$ cat src/rtl/prog_lut_decoder.sv
// prog_lut_decoder: run-time programmable truth-table lookup behind a 2-stage valid/ready pipeline
module prog_lut_decoder #(
  parameter int IN_W = 3,
  parameter int OUT_W = 3,
  parameter logic [OUT_W*(1<<IN_W)-1:0] INIT = 24'hC60C2B
) (
  input  logic             clk,
  input  logic             rst,
  input  logic             in_valid,
  output logic             in_ready,
  input  logic [IN_W-1:0]  data_in,
  output logic             out_valid,
  input  logic             out_ready,
  output logic [OUT_W-1:0] data_out,
  input  logic             cfg_we,
  input  logic [IN_W-1:0]  cfg_addr,
  input  logic [OUT_W-1:0] cfg_data
);
  localparam int DEPTH = 1 << IN_W;
  logic [OUT_W-1:0] tbl [DEPTH];
  logic [IN_W-1:0] code;
  logic s1_v, s2_take, s1_adv;
  assign s2_take = !out_valid || out_ready;
  assign s1_adv = s1_v && s2_take;
  assign in_ready = !s1_v || s2_take;
  // Truth table: reloads INIT on reset; a write lands at the edge, so a same-edge lookup sees old contents
  always_ff @(posedge clk) begin
    if (rst) begin
      for (int k = 0; k < DEPTH; k++) tbl[k] <= INIT[k*OUT_W +: OUT_W];
    end else if (cfg_we) begin
      tbl[cfg_addr] <= cfg_data;
    end
  end
  // Stage 1: code is captured only on an accepted request, keeping data_out independent of idle data_in
  always_ff @(posedge clk) begin
    if (rst) begin
      s1_v <= 1'b0;
      code <= '0;
    end else if (in_valid && in_ready) begin
      s1_v <= 1'b1;
      code <= data_in;
    end else if (s1_adv) begin
      s1_v <= 1'b0;
    end
  end
  // Stage 2: table read into data_out; holds stable under backpressure
  always_ff @(posedge clk) begin
    if (rst) begin
      out_valid <= 1'b0;
      data_out <= '0;
    end else if (s1_adv) begin
      out_valid <= 1'b1;
      data_out <= tbl[code];
    end else if (out_ready) begin
      out_valid <= 1'b0;
    end
  end
endmodule

$ cat config.mk
export PLATFORM = sky130hd
export DESIGN_NAME = prog_lut_decoder
export DESIGN_NICKNAME = d
export VERILOG_FILES = /design/src/rtl/prog_lut_decoder.sv
export SDC_FILE = /design/constraint.sdc
export NUM_CORES = 1
export LEC_CHECK = 0
export CORE_ASPECT_RATIO = 1.75
export CORE_MARGIN = 2
export CORE_UTILIZATION = 58
export CTS_CLUSTER_DIAMETER = 80
export DETAILED_ROUTE_END_ITERATION = 12
export GPL_ROUTABILITY_DRIVEN = 1
export GPL_TIMING_DRIVEN = 0
export PLACE_DENSITY = 0.83
export SYNTH_ARGS = -nofsm -noshare
export SYNTH_HDL_FRONTEND = slang
export SYNTH_SLANG_ARGS = --single-unit
$ cat constraint.sdc
create_clock -name clk -period 2.45 [get_ports clk]
set_input_delay 0.49 -clock clk [delete_from_list [all_inputs] [get_ports clk]]
set_output_delay 0.49 -clock clk [all_outputs]
set_load 0.005 [all_outputs]
# Word level (Yosys, flattened, before mapping)
# Memories as Yosys holds them, arrays and structs flattened. A register that Yosys moved wholly into a read port is not among the register bits.
# Index checks and enable logic that the tools add are counted.
[word_totals]
regBits = 5
latch_bits = 0
ram_bits = 24
mem_bits_ro = 0
inputBits = 14
out_inout_bits = 5
word_cells = 25
memories = 1
[op_classes]
addsub = 0
n_mul = 0
div_mod_pow = 0
order_cmp = 0
n_eq_ne = 0
shift = 0
mux = 12
bitwise = 0
reduce_logical = 9
[mem_list]
columns = ["name", "words", "width", "rd", "rd_clocked_by_memory_dff", "write_ports", "line", "rtl"]
rows = [
  ["tbl", 8, 3, 1, 1, 8, "20", "logic [OUT_W-1:0] tbl [DEPTH];"],
]
[op_table]
columns = ["op", "n"]
rows = [
  ["$mux 1", 10],
  ["$mux 3", 2],
  ["$reduce_bool 2->1", 2],
  ["$reduce_or 3->1", 1],
  ["$logic_and 1x1->1", 2],
  ["$logic_not 1->1", 2],
  ["$logic_or 1x1->1", 2],
]

# Logic depth before layout (Yosys ltp)
[depth]
word_depth = 5
ltp_mapped = 5
ltp_nobuf = 4

# Worst setup path after synthesis
# No wires, ideal clock.
[synth_timing]
path_kind = "input port to flip-flop"
startpoint = "in cfg_addr[0]"
endpoint = "mem tbl[0][0] (data pin)"
setup_time_ns = 0.259
arrival_time_ns = 1.399
t_required_ns = 2.191
setup_slack_ns = 0.792
stages = 3
n_path_buf = 0
cell_sequence = "or3b_1 or3_4 or2_1"
[synth_rtl]
columns = ["element", "line", "rtl"]
rows = [
  ["from (decl)", "16", "input logic [IN_W-1:0] cfg_addr,"],
  ["to (decl)", "20", ""],
]

# Final worst setup path
[layout_timing]
startpoint = "in out_ready"
endpoint = "out in_ready"
[layout_between]
elab_chain_cells = 2
[layout_lines]
columns = ["element", "line", "rtl"]
rows = [
  ["from (decl)", "13", "input logic out_ready,"],
  ["$logic_or 1x1->1", "23", "assign s2_take = !out_valid || out_ready;"],
  ["$logic_or 1x1->1", "25", "assign in_ready = !s1_v || s2_take;"],
  ["to (decl)", "10", "output logic in_ready,"],
]
# Every way passes these cells.

==> results by stage <==
Timing:
- The number of max-slew violations in the final report came to 0.
- The post-route worst hold slack is 0.481 ns.
- Setup repair after global routing left no endpoint under its margin.
- On the final layout, the worst clock skew is 0.00599 ns.
- The smallest clock period supported by the final layout is computed as 2.33 ns.
- The setup-violating endpoint count in the final report is 0.
- The share of the clock period used by the worst path is 0.951.
- For the pin with the worst max-slew slack, the measured transition is 0.437 ns.
- The hold violation total from the final report came to 0.
- The worst pin sits at a relative slew slack of 0.709.
- Based on the critical path, the design can be clocked at up to 429 MHz.
- Adding up every negative setup slack in the final design gives 0 ns.

Global routing:
- The total routing usage reported by global routing is 0.235.
- The number of global-route vias before repair is 1108.
- The first global-routing pass estimated 4970 um of wire.
- The number of antenna violations at the first check in global routing is 0.
- The aggregate global routing overflow is 0.
- The largest net degree at the start of global routing is 13.

Route:
- The number of remaining DRC errors is 0.
- The average via count per standard cell is 5.81.
- The count of nets left with antenna violations once routing finished came out at 0.
- The met1 wire length is 977 um.
- The routed design uses 1670 um of met2 wire.
- For this block, the routed nets add up to 2880 um of wire.
- The first detailed-routing pass ran for 4 iterations.
- Detailed routing inserted a total of 1035 vias.
- Routed signal wires occupy layers up through met4.
- In the final routed layout, each cell accounts on average for 16.2 um.
- The number of violations reported at the end of detailed-routing iteration 0 is 34.
- Summed over all nets, wire length on met3 after detailed routing comes to 123 um.

Floorplan:
- The I/O pin count is 19.
- The die covers 0.00297 mm^2.
- For this configuration, the core starts out at a cell density of 0.597.
- The number of core rows is 24.
- The core region is 0.00246 mm^2.
- The die is 70.6 um tall.
- Measured along the x axis, the die boundary spans 42.1 um.

Critical path:
- The element type at the critical path end is an output port.
- The cell that appears most often on the critical path is sky130_fd_sc_hd__clkdlybuf4s50_1.
- Data on the critical path is required at its endpoint by 1.96 ns.
- The data arrival time of the worst path is 1.84 ns.
- The maximum fanout along the worst path is 5.
- The kind of start point of the critical path is an input pin.
- The cell with the biggest individual delay on the critical path is sky130_fd_sc_hd__clkdlybuf4s50_1.
- The critical path class is in2out.
- The critical path goes through clkdlybuf4s50_1, and3b_1, inv_1, clkdlybuf4s50_1.
- For this run, the slowest stage of the critical path takes 0.52 ns.
- The worst reg-to-reg path cell count is 5.

Clocking:
- The number of sinks on the clock net is 32.
- After clock tree synthesis, the clock-pin slew on the worst setup and hold paths is 0.07 ns.
- The maximum clock insertion buffer count is 2.
- The hold-fix buffer count after cts is 0.
- The quantity of gates resized following cts is 0.
- The CTS tree is built.
- The number of H-tree levels is 2.
- The clock network latency to the later pin of the worst-skew pair is 0.29 ns.
- The buffer type at the clock tree root is sky130_fd_sc_hd__clkbuf_8.
- The post-CTS repair timing setup buffer count is 0.
- Buffers inserted during clock tree synthesis total 5.

Power and ir drop:
- The switching share of power is 0.226.
- The share of total power dissipated in the clock network is 0.410.
- The analysis attributes to cell leakage a power of 0.000627 uW.
- The part of the total power dissipated in sequential elements is 0.496.
- The largest vdd supply drop is 0.000620 V.
- Total power for the finished layout comes to 1270 uW.
- Of the total power, combinational logic draws 0.094.
- In this run the power density over the cells is 705 mW/mm^2.
- The switching power is 286 uW.
- Internal power comes to 981 uW.

Placement:
- The final weighted congestion in routability-driven placement is 0.837.
- The HPWL after detailed placement is 2270 um.
- In this run the cell area measured after placement is 0.00168 mm^2.
- The number of port buffers is 18.

Hold path:
- The class of the tightest hold or removal check is reg2reg.
- The cell count of the worst hold path is 1.

Cells and area:
- The library cells used most frequently in the layout, excluding fill and tap cells, are sky130_fd_sc_hd__edfxtp_1 (24), sky130_fd_sc_hd__clkdlybuf4s50_1 (18), sky130_fd_sc_hd__mux2i_1 (12), sky130_fd_sc_hd__nor2_1 (10).
- The post-route standard cell area excluding fillers is 0.00180 mm^2.
- Counting the fill cells in the layout gives 181.
- The commonest non-fill, non-tap cell in the layout is sky130_fd_sc_hd__edfxtp_1.
- Relative to the synthesized area, the layout overhead comes to 22.3%.
- The final-stage net count is 165.
- Of the cells placed in the final design, the portion with a size suffix greater than 1 is 0.125.
- 0 antenna diodes ended up in the layout.
- At the end of the flow the core is filled with cells to 0.730.

Synthesis:
- The mean cell area of the mapped netlist is 11.7 um^2.
- The post-synthesis sequential area ratio is 0.599.
- When the netlist entered floorplanning its net count stood at 140.
- The area of the mapped netlist is 0.00147 mm^2.
- The warning count from the yosys run is 0.
- The number of different library cells used by synthesis comes to 27.
- In the synthesized netlist, the number of instances is 126.
- Synthesis inferred 32 register bits.

Outcome:
- The run finished with clean final reports.

Run:
- The number of violations of the max-capacitance limit is 0.
## layout make-up
type / count / area [um^2] / area share
clock inverter: 3 / 46.3 / 0.0257
tap: 26 / 32.5 / 0.0181
buffer: 4 / 21.3 / 0.0118
multi-input combinational: 85 / 549 / 0.305
sequential: 32 / 881 / 0.490
inverter: 5 / 18.8 / 0.0104
timing repair buffer: 18 / 180 / 0.100
clock buffer: 5 / 68.8 / 0.0383
## power groups by stage
stage / clock network (uW) / logic (uW) / registers, uW
floorplan: 0 / 66.7 / 636
global placement: 0 / 115 / 638
detailed placement: 0 / 119 / 641
CTS: 525 / 119 / 629
global route: 546 / 131 / 632
finish: 520 / 119 / 628
## sequential cells by signal, summed over array words and instances, names as in the netlist
register   cells
s1_v           1
tbl           24
out_valid      1
code           3
data_out       3
## per-layer routing
metal  vias up  GRT usage
met2        34      0.424
li1        505          -
met1       483      0.220
met4         0      0.160
met5         -          0
met3        13     0.0689
## worst max-delay path: cells and delay by family
| family | cells | cell delay, ns |
|---|---|---|
| AND/OR/NAND/NOR | 1 | 0.22 |
| buffers and inverters | 3 | 1.13 |
## kinds of logic after synthesis
logic type / Yosys count / synth area share
AO/OA/AOI/OAI: 18 / 0.0868
buffers and inverters: 9 / 0.0272
flip-flops: 32 / 0.599
multiplexers: 12 / 0.0817
AND/OR/NAND/NOR: 55 / 0.205
## synthesized netlist by cell type
master / instances / area share
sky130_fd_sc_hd__a21oi_1: 4 / 0.014
sky130_fd_sc_hd__a22oi_1: 6 / 0.031
sky130_fd_sc_hd__a32o_1: 3 / 0.020
sky130_fd_sc_hd__and2_1: 6 / 0.026
sky130_fd_sc_hd__and3b_1: 1 / 0.0060
sky130_fd_sc_hd__buf_2: 2 / 0.0068
sky130_fd_sc_hd__buf_4: 1 / 0.0051
sky130_fd_sc_hd__clkbuf_1: 1 / 0.0026
sky130_fd_sc_hd__dfxtp_1: 8 / 0.11
sky130_fd_sc_hd__edfxtp_1: 24 / 0.49
sky130_fd_sc_hd__inv_1: 5 / 0.013
sky130_fd_sc_hd__mux2i_1: 12 / 0.082
sky130_fd_sc_hd__nand2_1: 6 / 0.015
sky130_fd_sc_hd__nand2b_1: 6 / 0.026
sky130_fd_sc_hd__nand3_1: 3 / 0.010
sky130_fd_sc_hd__nand3b_1: 1 / 0.0051
sky130_fd_sc_hd__nor2_1: 10 / 0.026
sky130_fd_sc_hd__nor2b_1: 3 / 0.013
sky130_fd_sc_hd__nor3_1: 8 / 0.027
sky130_fd_sc_hd__o21ai_0: 3 / 0.010
sky130_fd_sc_hd__o21ba_2: 1 / 0.0068
sky130_fd_sc_hd__o21bai_1: 1 / 0.0051
sky130_fd_sc_hd__or2_1: 1 / 0.0043
sky130_fd_sc_hd__or2_2: 6 / 0.026
sky130_fd_sc_hd__or3_1: 2 / 0.0085
sky130_fd_sc_hd__or3_4: 1 / 0.0077
sky130_fd_sc_hd__or3b_1: 1 / 0.0060
## stage by stage
step | instances | setup slack [ns]
floorplan | 126 | 0.792
global placement | 170 | 0.116
detailed placement | 170 | 0.115
CTS | 178 | 0.117
global route | 178 | 0.0556
finish | 178 | 0.119
## worst paths after layout
path | from | endpoint | slack (ns)
max | out_ready | in_ready | 0.12
min reg2reg | data_out[1]$_SDFFE_PP0P_ | data_out[1]$_SDFFE_PP0P_ | 0.48
max reg2reg | code[0]$_SDFFE_PP0P_ | data_out[0]$_SDFFE_PP0P_ | 1.05
min | data_out[1]$_SDFFE_PP0P_ | data_out[1]$_SDFFE_PP0P_ | 0.48
Power figures use the tool's default switching activity.
